==> config.mk <==
export PLATFORM = sky130hd
export DESIGN_NAME = key_onehot_scan
export DESIGN_NICKNAME = d
export VERILOG_FILES = /design/src/rtl/key_scan_pkg.sv /design/src/rtl/key_debounce.sv /design/src/rtl/key_onehot_scan.sv
export SDC_FILE = /design/constraint.sdc
export NUM_CORES = 1
export LEC_CHECK = 0
export BUFFER_PORTS_ARGS = -buffer_cell sky130_fd_sc_hd__buf_4
export CAP_MARGIN = 20
export CELL_PAD_IN_SITES_DETAIL_PLACEMENT = 1
export CELL_PAD_IN_SITES_GLOBAL_PLACEMENT = 2
export CORE_ASPECT_RATIO = 0.5
export CORE_MARGIN = 1.5
export CORE_UTILIZATION = 43
export DETAILED_ROUTE_END_ITERATION = 10
export GPL_TIMING_DRIVEN = 0
export PLACE_DENSITY_LB_ADDON = 0.12
export SETUP_SLACK_MARGIN = 0.05
export SLEW_MARGIN = 15
export SYNTH_ARGS = -nofsm -noshare
export SYNTH_HDL_FRONTEND = slang
export SYNTH_SLANG_ARGS = --single-unit
==> constraint.sdc <==
create_clock -name clk -period 5 [get_ports clk]
set_input_delay 0.25 -clock clk [delete_from_list [all_inputs] [get_ports clk]]
set_output_delay 0.25 -clock clk [all_outputs]
set_load 0.01 [all_outputs]
==> src/rtl/key_scan_pkg.sv <==
// rtl/key_scan_pkg.sv - shared types, defaults and helpers for the key scan front end
package key_scan_pkg;

  typedef enum logic [1:0] {IDLE, PRESS, WAIT_REL} scan_state_t;

  localparam int N_KEYS_DEF    = 8;
  localparam int DB_CYCLES_DEF = 16;

  localparam logic [1:0] ST_IDLE     = 2'd0;
  localparam logic [1:0] ST_PRESS    = 2'd1;
  localparam logic [1:0] ST_WAIT_REL = 2'd2;

  function automatic logic is_single(logic [7:0] v);
    return (v != 8'd0) && ((v & (v - 8'd1)) == 8'd0);
  endfunction

endpackage

==> src/rtl/key_debounce.sv <==
// rtl/key_debounce.sv - two-flop synchroniser plus stable-count debounce for one key
module key_debounce #(
  parameter int DB_CYCLES = 16
) (
  input  logic clk,
  input  logic rst,
  input  logic key_raw,
  output logic deb
);

  localparam int CNT_W = $clog2(DB_CYCLES + 1);

  logic             s1;
  logic             s2;
  logic [CNT_W-1:0] cnt;

  // Any single cycle of agreement clears the count, so short glitches never toggle deb.
  always_ff @(posedge clk or posedge rst) begin
    if (rst) begin
      s1  <= 1'b0;
      s2  <= 1'b0;
      deb <= 1'b0;
      cnt <= '0;
    end else begin
      s1 <= key_raw;
      s2 <= s1;
      if (s2 == deb) begin
        cnt <= '0;
      end else if (cnt == CNT_W'(DB_CYCLES - 1)) begin
        deb <= ~deb;
        cnt <= '0;
      end else begin
        cnt <= cnt + 1'b1;
      end
    end
  end

endmodule

==> src/rtl/key_onehot_scan.sv <==
// rtl/key_onehot_scan.sv - debounced key scan that only ever presents a single accepted press
module key_onehot_scan
  import key_scan_pkg::*;
#(
  parameter int N_KEYS    = N_KEYS_DEF,
  parameter int DB_CYCLES = DB_CYCLES_DEF
) (
  input  logic              clk,
  input  logic              rst,
  input  logic [N_KEYS-1:0] key_raw,
  output logic [N_KEYS-1:0] onehot,
  output logic              onehot_en,
  output logic              press_pulse,
  output logic              multi_err
);

  logic [N_KEYS-1:0] deb;
  logic [1:0]        state;

  for (genvar i = 0; i < N_KEYS; i++) begin : g_key
    key_debounce #(.DB_CYCLES(DB_CYCLES)) u_db (
      .clk     (clk),
      .rst     (rst),
      .key_raw (key_raw[i]),
      .deb     (deb[i])
    );
  end

  // A multi-key condition is only cleared by a full release; a lone leftover key is ignored.
  always_ff @(posedge clk or posedge rst) begin
    if (rst) begin
      state       <= ST_IDLE;
      onehot      <= '0;
      onehot_en   <= 1'b0;
      press_pulse <= 1'b0;
      multi_err   <= 1'b0;
    end else begin
      press_pulse <= 1'b0;
      case (state)
        ST_IDLE: begin
          if (deb != '0) begin
            if (is_single(deb)) begin
              state       <= ST_PRESS;
              onehot      <= deb;
              onehot_en   <= 1'b1;
              press_pulse <= 1'b1;
            end else begin
              state     <= ST_WAIT_REL;
              multi_err <= 1'b1;
            end
          end
        end
        ST_PRESS: begin
          if (deb == '0) begin
            state     <= ST_IDLE;
            onehot    <= '0;
            onehot_en <= 1'b0;
          end else if (deb != onehot) begin
            state     <= ST_WAIT_REL;
            onehot    <= '0;
            onehot_en <= 1'b0;
            multi_err <= 1'b1;
          end
        end
        ST_WAIT_REL: begin
          if (deb == '0) begin
            state     <= ST_IDLE;
            multi_err <= 1'b0;
          end
        end
        default: begin
          state     <= ST_IDLE;
          onehot    <= '0;
          onehot_en <= 1'b0;
          multi_err <= 1'b0;
        end
      endcase
    end
  end

endmodule
After elaboration in Yosys (flattened, before gate mapping):

Cells that the tools add are included.
W data, S select, Z words.

* bits in registers: 77
* input port bits: 10

* add/subtract/negate cells: 9
* equal/unequal tests: 26
* mux-type cells: 41
* bitwise gates (word level): 18
* reduce and logical (&&, ||, !) cells: 16

Operator list (count)
* $mux W5: 16
* $add A5 B1 Y5 const B: 8
* $eq A5 B4 Y1 const B: 8
* $mux W8: 4
* $pmux W8 S3: 1
* $not A1 Y1: 17
* $logic_not A8 Y1: 2
* $reduce_and A2 Y1: 8
* $mux W1: 12
* $ne A2 B2 Y1 const B: 6
* $mux W2: 5
* $and A8 B8 Y8: 1
* $eq A1 B1 Y1: 8
* $ne A8 B8 Y1: 1
* $reduce_bool A8 Y1: 1
* $sub A8 B1 Y8 const B: 1
* $pmux W1 S3: 2
* $pmux W2 S3: 1
* $reduce_and A5 Y1: 1
* $reduce_and A4 Y1: 1
* $ne A3 B3 Y1 const B: 1
* $reduce_and A3 Y1: 1
* $eq A2 B1 Y1 const B: 1
* $eq A2 B2 Y1 const B: 1
* other kinds (2): 2

Logic depth before layout (Yosys ltp):

* depth after elaboration: 7
* mapped depth: 6
* depth with buffers taken out: 5

By module:

Synthesis repeated with hierarchy kept, for this count alone.

* cells, all modules: 274
* area total of the unflattened synthesis: 3319.4 um2

Modules (own cells, without submodules)
* key_debounce: times used 8, cells each 24, area each 315.3 um2, seq. area each 200.2 um2
* key_onehot_scan: times used 1, cells each 82, area each 797.0 um2, seq. area each 325.3 um2

Least setup slack after synthesis:

OpenSTA, ideal clock, no wires.

* path type: flip-flop to flip-flop
* from: register g_key[3].u_db.deb
* to: register onehot[0]
* arrival time: 1690 ps
* data required time: 4913 ps
* setup slack: 3223 ps
* stages on the path, launching flop included: 7
* buffers on the path: 2
* clock period less this slack: 1777 ps
* cell sequence: dfrtp_1 buf_6 nor4_4 o211ai_2 a311o_1 buf_6 o2111ai_2

* cells in the longest elaborated chain, start to end: 6
* elaborated cells between the ends (all ways): 13
* classes of those cells: add/sub (1); eq/ne (4); mux (2); bitwise (1); reduce/logical (5)

Ends and longest elaborated chain
* start: declaration: RTL line key_debounce.sv:8 `output logic deb`
* start signal: assignment: RTL line key_debounce.sv:30 `deb <= ~deb;`
* $sub A8 B1 Y8: RTL line key_scan_pkg.sv:14 `return (v != 8'd0) && ((v & (v - 8'd1)) == 8'd0);`
* $and A8 B8 Y8: RTL line key_scan_pkg.sv:14
* $logic_not A8 Y1: RTL line key_scan_pkg.sv:14
* $logic_and A1 B1 Y1: RTL line key_scan_pkg.sv:14
* $ne A2 B2 Y1 (no source line)
* $reduce_and A4 Y1 (no source line)
* end signal: assignment: RTL line key_onehot_scan.sv:33 `onehot <= '0;`
* end signal: assignment: RTL line key_onehot_scan.sv:44 `onehot <= deb;`
* end signal: assignment: RTL line key_onehot_scan.sv:56 `onehot <= '0;`
* end: declaration: RTL line key_onehot_scan.sv:11 `output logic [N_KEYS-1:0] onehot,`

Several ways; a longest one is shown, not always the timed one.
A chain may end at the register's enable or synchronous reset.

Worst setup path after layout:

* from: register g_key[2].u_db.deb
* to: register onehot[7]

* cells in the longest elaborated chain, start to end: 6
* elaborated cells between the ends (all ways): 13
* classes of those cells: add/sub (1); eq/ne (4); mux (2); bitwise (1); reduce/logical (5)

Ends and longest elaborated chain (RTL line)
* start: declaration: key_debounce.sv:8
* start signal: assignment: key_debounce.sv:30
* $sub A8 B1 Y8: key_scan_pkg.sv:14
* $and A8 B8 Y8: key_scan_pkg.sv:14
* $logic_not A8 Y1: key_scan_pkg.sv:14
* $logic_and A1 B1 Y1: key_scan_pkg.sv:14
* $ne A2 B2 Y1 (no source line)
* $reduce_and A4 Y1 (no source line)

Several ways; a longest one is shown, not always the timed one.

==> impl_metrics.py <==
metrics = {
    "sta": {
        "rsz0062_at_grt": "no",
        "clock_skew_ps": 6.877,
        "fin_ws_ps": 2823,
        "tightest_slew_ps": 883.0,
        "period_share": 0.4353,
        "setup_tns_ps": 0,
        "period_minus_slack_ps": 2177,
        "slew_violations": 0,
        "slew_headroom": 0.4113,
        "max_freq_mhz": 459.5,
        "final_hold_viol_count": 0,
        "finalSetupViolCount": 0,
    },
    "cts": {
        "cts_tree": "done",
        "clock_path_buffers": 2,
        "clk_latency_ps": 340,
        "cts_sinks": 77,
        "numCtsBuffers": 9,
        "h-tree-depth": 3,
        "ctsRootBufferMaster": "clkbuf_16",
        "cts_resized": 0,
        "clk_pin_slew_worst_paths_ps": 60,
    },
    "layout": {
        "final_cell_mix": "77 x dfrtp_1, 34 x nor2_1, 33 x xor2_1",
        "stdcell_count": 460,
        "synthToLayoutAreaGrowth_pct": 19.85,
        "final_area_um2": 4103,
        "antennaDiodeCount": 0,
        "layout-drive-gt1-share": 0.1648,
        "final_nets": 365,
        "fillers": 808,
        "final_common_cell": "dfrtp_1",
    },
    "drt": {
        "vias_per_cell": 5.089,
        "postRouteAntennaNets": 0,
        "drt_iter0_markers": 92,
        "dr.pass1.iters": 4,
        "num_vias": 2341,
        "drc": 0,
        "wl_per_cell_um": 16.04,
        "wl_mm": 7.377,
    },
    "run": {
        "cap_violations": 0,
    },
    "worst_setup_path": {
        "slowest_delay_ps": 550,
        "path_buf_inv": 2,
        "critPathCaptureType": "flip-flop",
        "crit_type": "flip-flop to flip-flop",
        "reg2reg_to": "onehot[7]$_DFFE_PP0P_",
        "start_kind": "flip-flop",
        "slowest_stage": "nor4_4",
        "r2r_cells": 6,
        "cp.required_ps": 5250,
        "r2r-start": "g_key[2].u_db.deb$_DFFE_PP0P_",
        "arrival_ps": 2430,
        "r2r_slack_ps": 2820,
        "crit_fanout": 10,
        "cpLargestDelayFamily": "compound AO/OA/AOI/OAI gates",
        "worstPathCellList": "buf_4 -> nor4_4 -> o211ai_1 -> a311o_1 -> buf_6 -> o2111ai_2",
    },
    "floorplanning": {
        "die_h_um": 66.09,
        "ios": 21,
        "dieArea_um2": 8538,
        "die_x_um": 129.2,
        "core_um2": 7515,
        "row_count": 22,
        "start_util": 0.4555,
    },
    "grt": {
        "grt_pass1_vias": 2627,
        "antenna_found_initial": 0,
        "grt_max_degree": 46,
        "grt_use_total": 0.2004,
        "overflow": 0,
        "grt_pass1_wl_mm": 12.70,
    },
    "synthesis": {
        "yosys-top-cells-area": "dfrtp_1 56%, xor2_1 8.4%, nor2_1 3.7%, nand3_1 3.7%, o2111ai_2 3.1%",
        "mappedNetlistArea_um2": 3423,
        "yosysSeqAreaShare": 0.5629,
        "yosysTopAreaCellShare": 0.5629,
        "yosys_register_bits": 77,
        "syn_nets": 332,
        "synth_cells": 314,
        "synthDistinctLibCells": 32,
        "ys_warn_count": 0,
        "yosys.area.top_type": "dfrtp_1",
        "avgSynthCellArea_um2": 10.90,
    },
    "worst_hold_path": {
        "hp-class": "primary input to flip-flop",
        "hold_depth": 1,
        "hold_start": "key_raw[1]",
        "min_to": "g_key[1].u_db.s1$_DFF_PP0_",
    },
    "place": {
        "gp_congestion": 0.8126,
        "post-place-ws_ps": 2874,
        "dpl.cell_count": 443,
        "place_area_um2": 3731,
        "hpwl_mm": 4.852,
        "io_buffer_count": 20,
    },
    "power": {
        "static-leakage-power_nw": 2.089,
        "pwr_density_cell_nw_per_um2": 364.5,
        "power_mw": 1.496,
        "ir_worst_vdd_mv": 0.1628,
    },
    "run_status": {
        "status": "finished clean",
    },
}
-- cell type report --
type | instances | area (µm²) | share of cell area
Sequential cell | 77 | 1927 | 0.4697
Tap cell | 108 | 135.1 | 0.03294
Inverter | 20 | 77.57 | 0.01891
Buffer | 12 | 71.32 | 0.01738
Timing Repair Buffer | 22 | 180.2 | 0.04392
Clock inverter | 6 | 110.1 | 0.02684
Clock buffer | 10 | 239.0 | 0.05825
Multi-Input combinational cell | 205 | 1363 | 0.3321
-- report_power, final --
part / internal, mW / total [mW] / switching, mW / leakage, nW
logic: 0.0288 / 0.0681 / 0.0392 / 0.907
registers: 0.649 / 0.666 / 0.0170 / 1.02
clock network: 0.500 / 0.762 / 0.261 / 0.165
total: 1.18 / 1.50 / 0.318 / 2.09
-- how the worst max path moves through the flow --
| stage | from | to | cells past startpoint |
|---|---|---|---|
| 5_1_grt | g_key[2].u_db.deb$_DFFE_PP0P_ | onehot[7]$_DFFE_PP0P_ | 6 |
| 6_report | g_key[2].u_db.deb$_DFFE_PP0P_ | onehot[7]$_DFFE_PP0P_ | 6 |
| 2_1_floorplan | rst | g_key[0].u_db.cnt[0]$_DFF_PP0_ | 1 |
| 3_5_place_dp | g_key[3].u_db.deb$_DFFE_PP0P_ | onehot[4]$_DFFE_PP0P_ | 5 |
| 3_3_place_gp | rst | g_key[1].u_db.cnt[0]$_DFF_PP0_ | 2 |
| 4_1_cts | g_key[3].u_db.deb$_DFFE_PP0P_ | onehot[4]$_DFFE_PP0P_ | 5 |
-- Yosys cell counts --
cell type / number
a2111oi_2: 1
a211oi_1: 2
a21oi_1: 1
a311o_1: 1
a31oi_1: 2
and2_1: 9
and3_1: 9
buf_2: 6
buf_4: 1
buf_6: 2
clkbuf_1: 3
dfrtp_1: 77
ha_1: 8
inv_1: 20
nand2_1: 20
nand3_1: 25
nand4_1: 8
nor2_1: 34
nor2b_1: 12
nor3_1: 1
nor4_1: 1
nor4_4: 2
o2111ai_1: 2
o2111ai_2: 7
o211ai_1: 3
o211ai_2: 1
o21ai_0: 18
o21ai_1: 1
o221ai_1: 1
o31ai_1: 2
or4_1: 1
xor2_1: 33
-- timing repair --
item / 4_1_cts / 5_1_grt
setup buffers: 0 / 0
hold buffers: 1 / 0
endpoints found under the hold margin: 32 / 0
-- cells by family after synthesis --
kind of cell             count (synthesis)  share of synthesized area
XOR/XNOR                                33                    0.08443
AO/OA/AOI/OAI                           42                    0.09758
AND/OR/NAND/NOR                        122                     0.1831
flip-flops                              77                     0.5629
buffers and inverters                   32                    0.04276
adder cells (fa/ha/maj)                  8                    0.02924
-- worst reg2reg max path, stage by stage, from the launching register on --
cell and delay [ps]:
dfrtp_1 370, buf_4 170, nor4_4 550, o211ai_1 260, a311o_1 390, buf_6 180
o2111ai_2 170
-- state kept, by name, summed over array words and instances, names as in the netlist --
signal	flops
g_key.u_db.s1	8
multi_err	1
g_key.u_db.cnt	40
g_key.u_db.deb	8
onehot_en	1
state	2
onehot	8
g_key.u_db.s2	8
press_pulse	1
-- per-layer routing --
metal  GRT usage  up-vias  part of all wire
met2      0.3378       24              0.48
li1            -     1132                 -
met5           0        -                 0
met1      0.2382     1175              0.47
met4     0.08427        0             0.012
met3     0.06634       10             0.037
-- per-stage QoR --
step | utilization | hold slack [ps]
6_report | 0.5460 | 10.71
5_1_grt | 0.5460 | 0.6189
4_1_cts | 0.5443 | 4.251
3_5_place_dp | 0.4965 | 290.6
3_3_place_gp | 0.4935 | 333.5
2_1_floorplan | - | 281.4
Note: power is estimated with default switching activity, not from simulation.
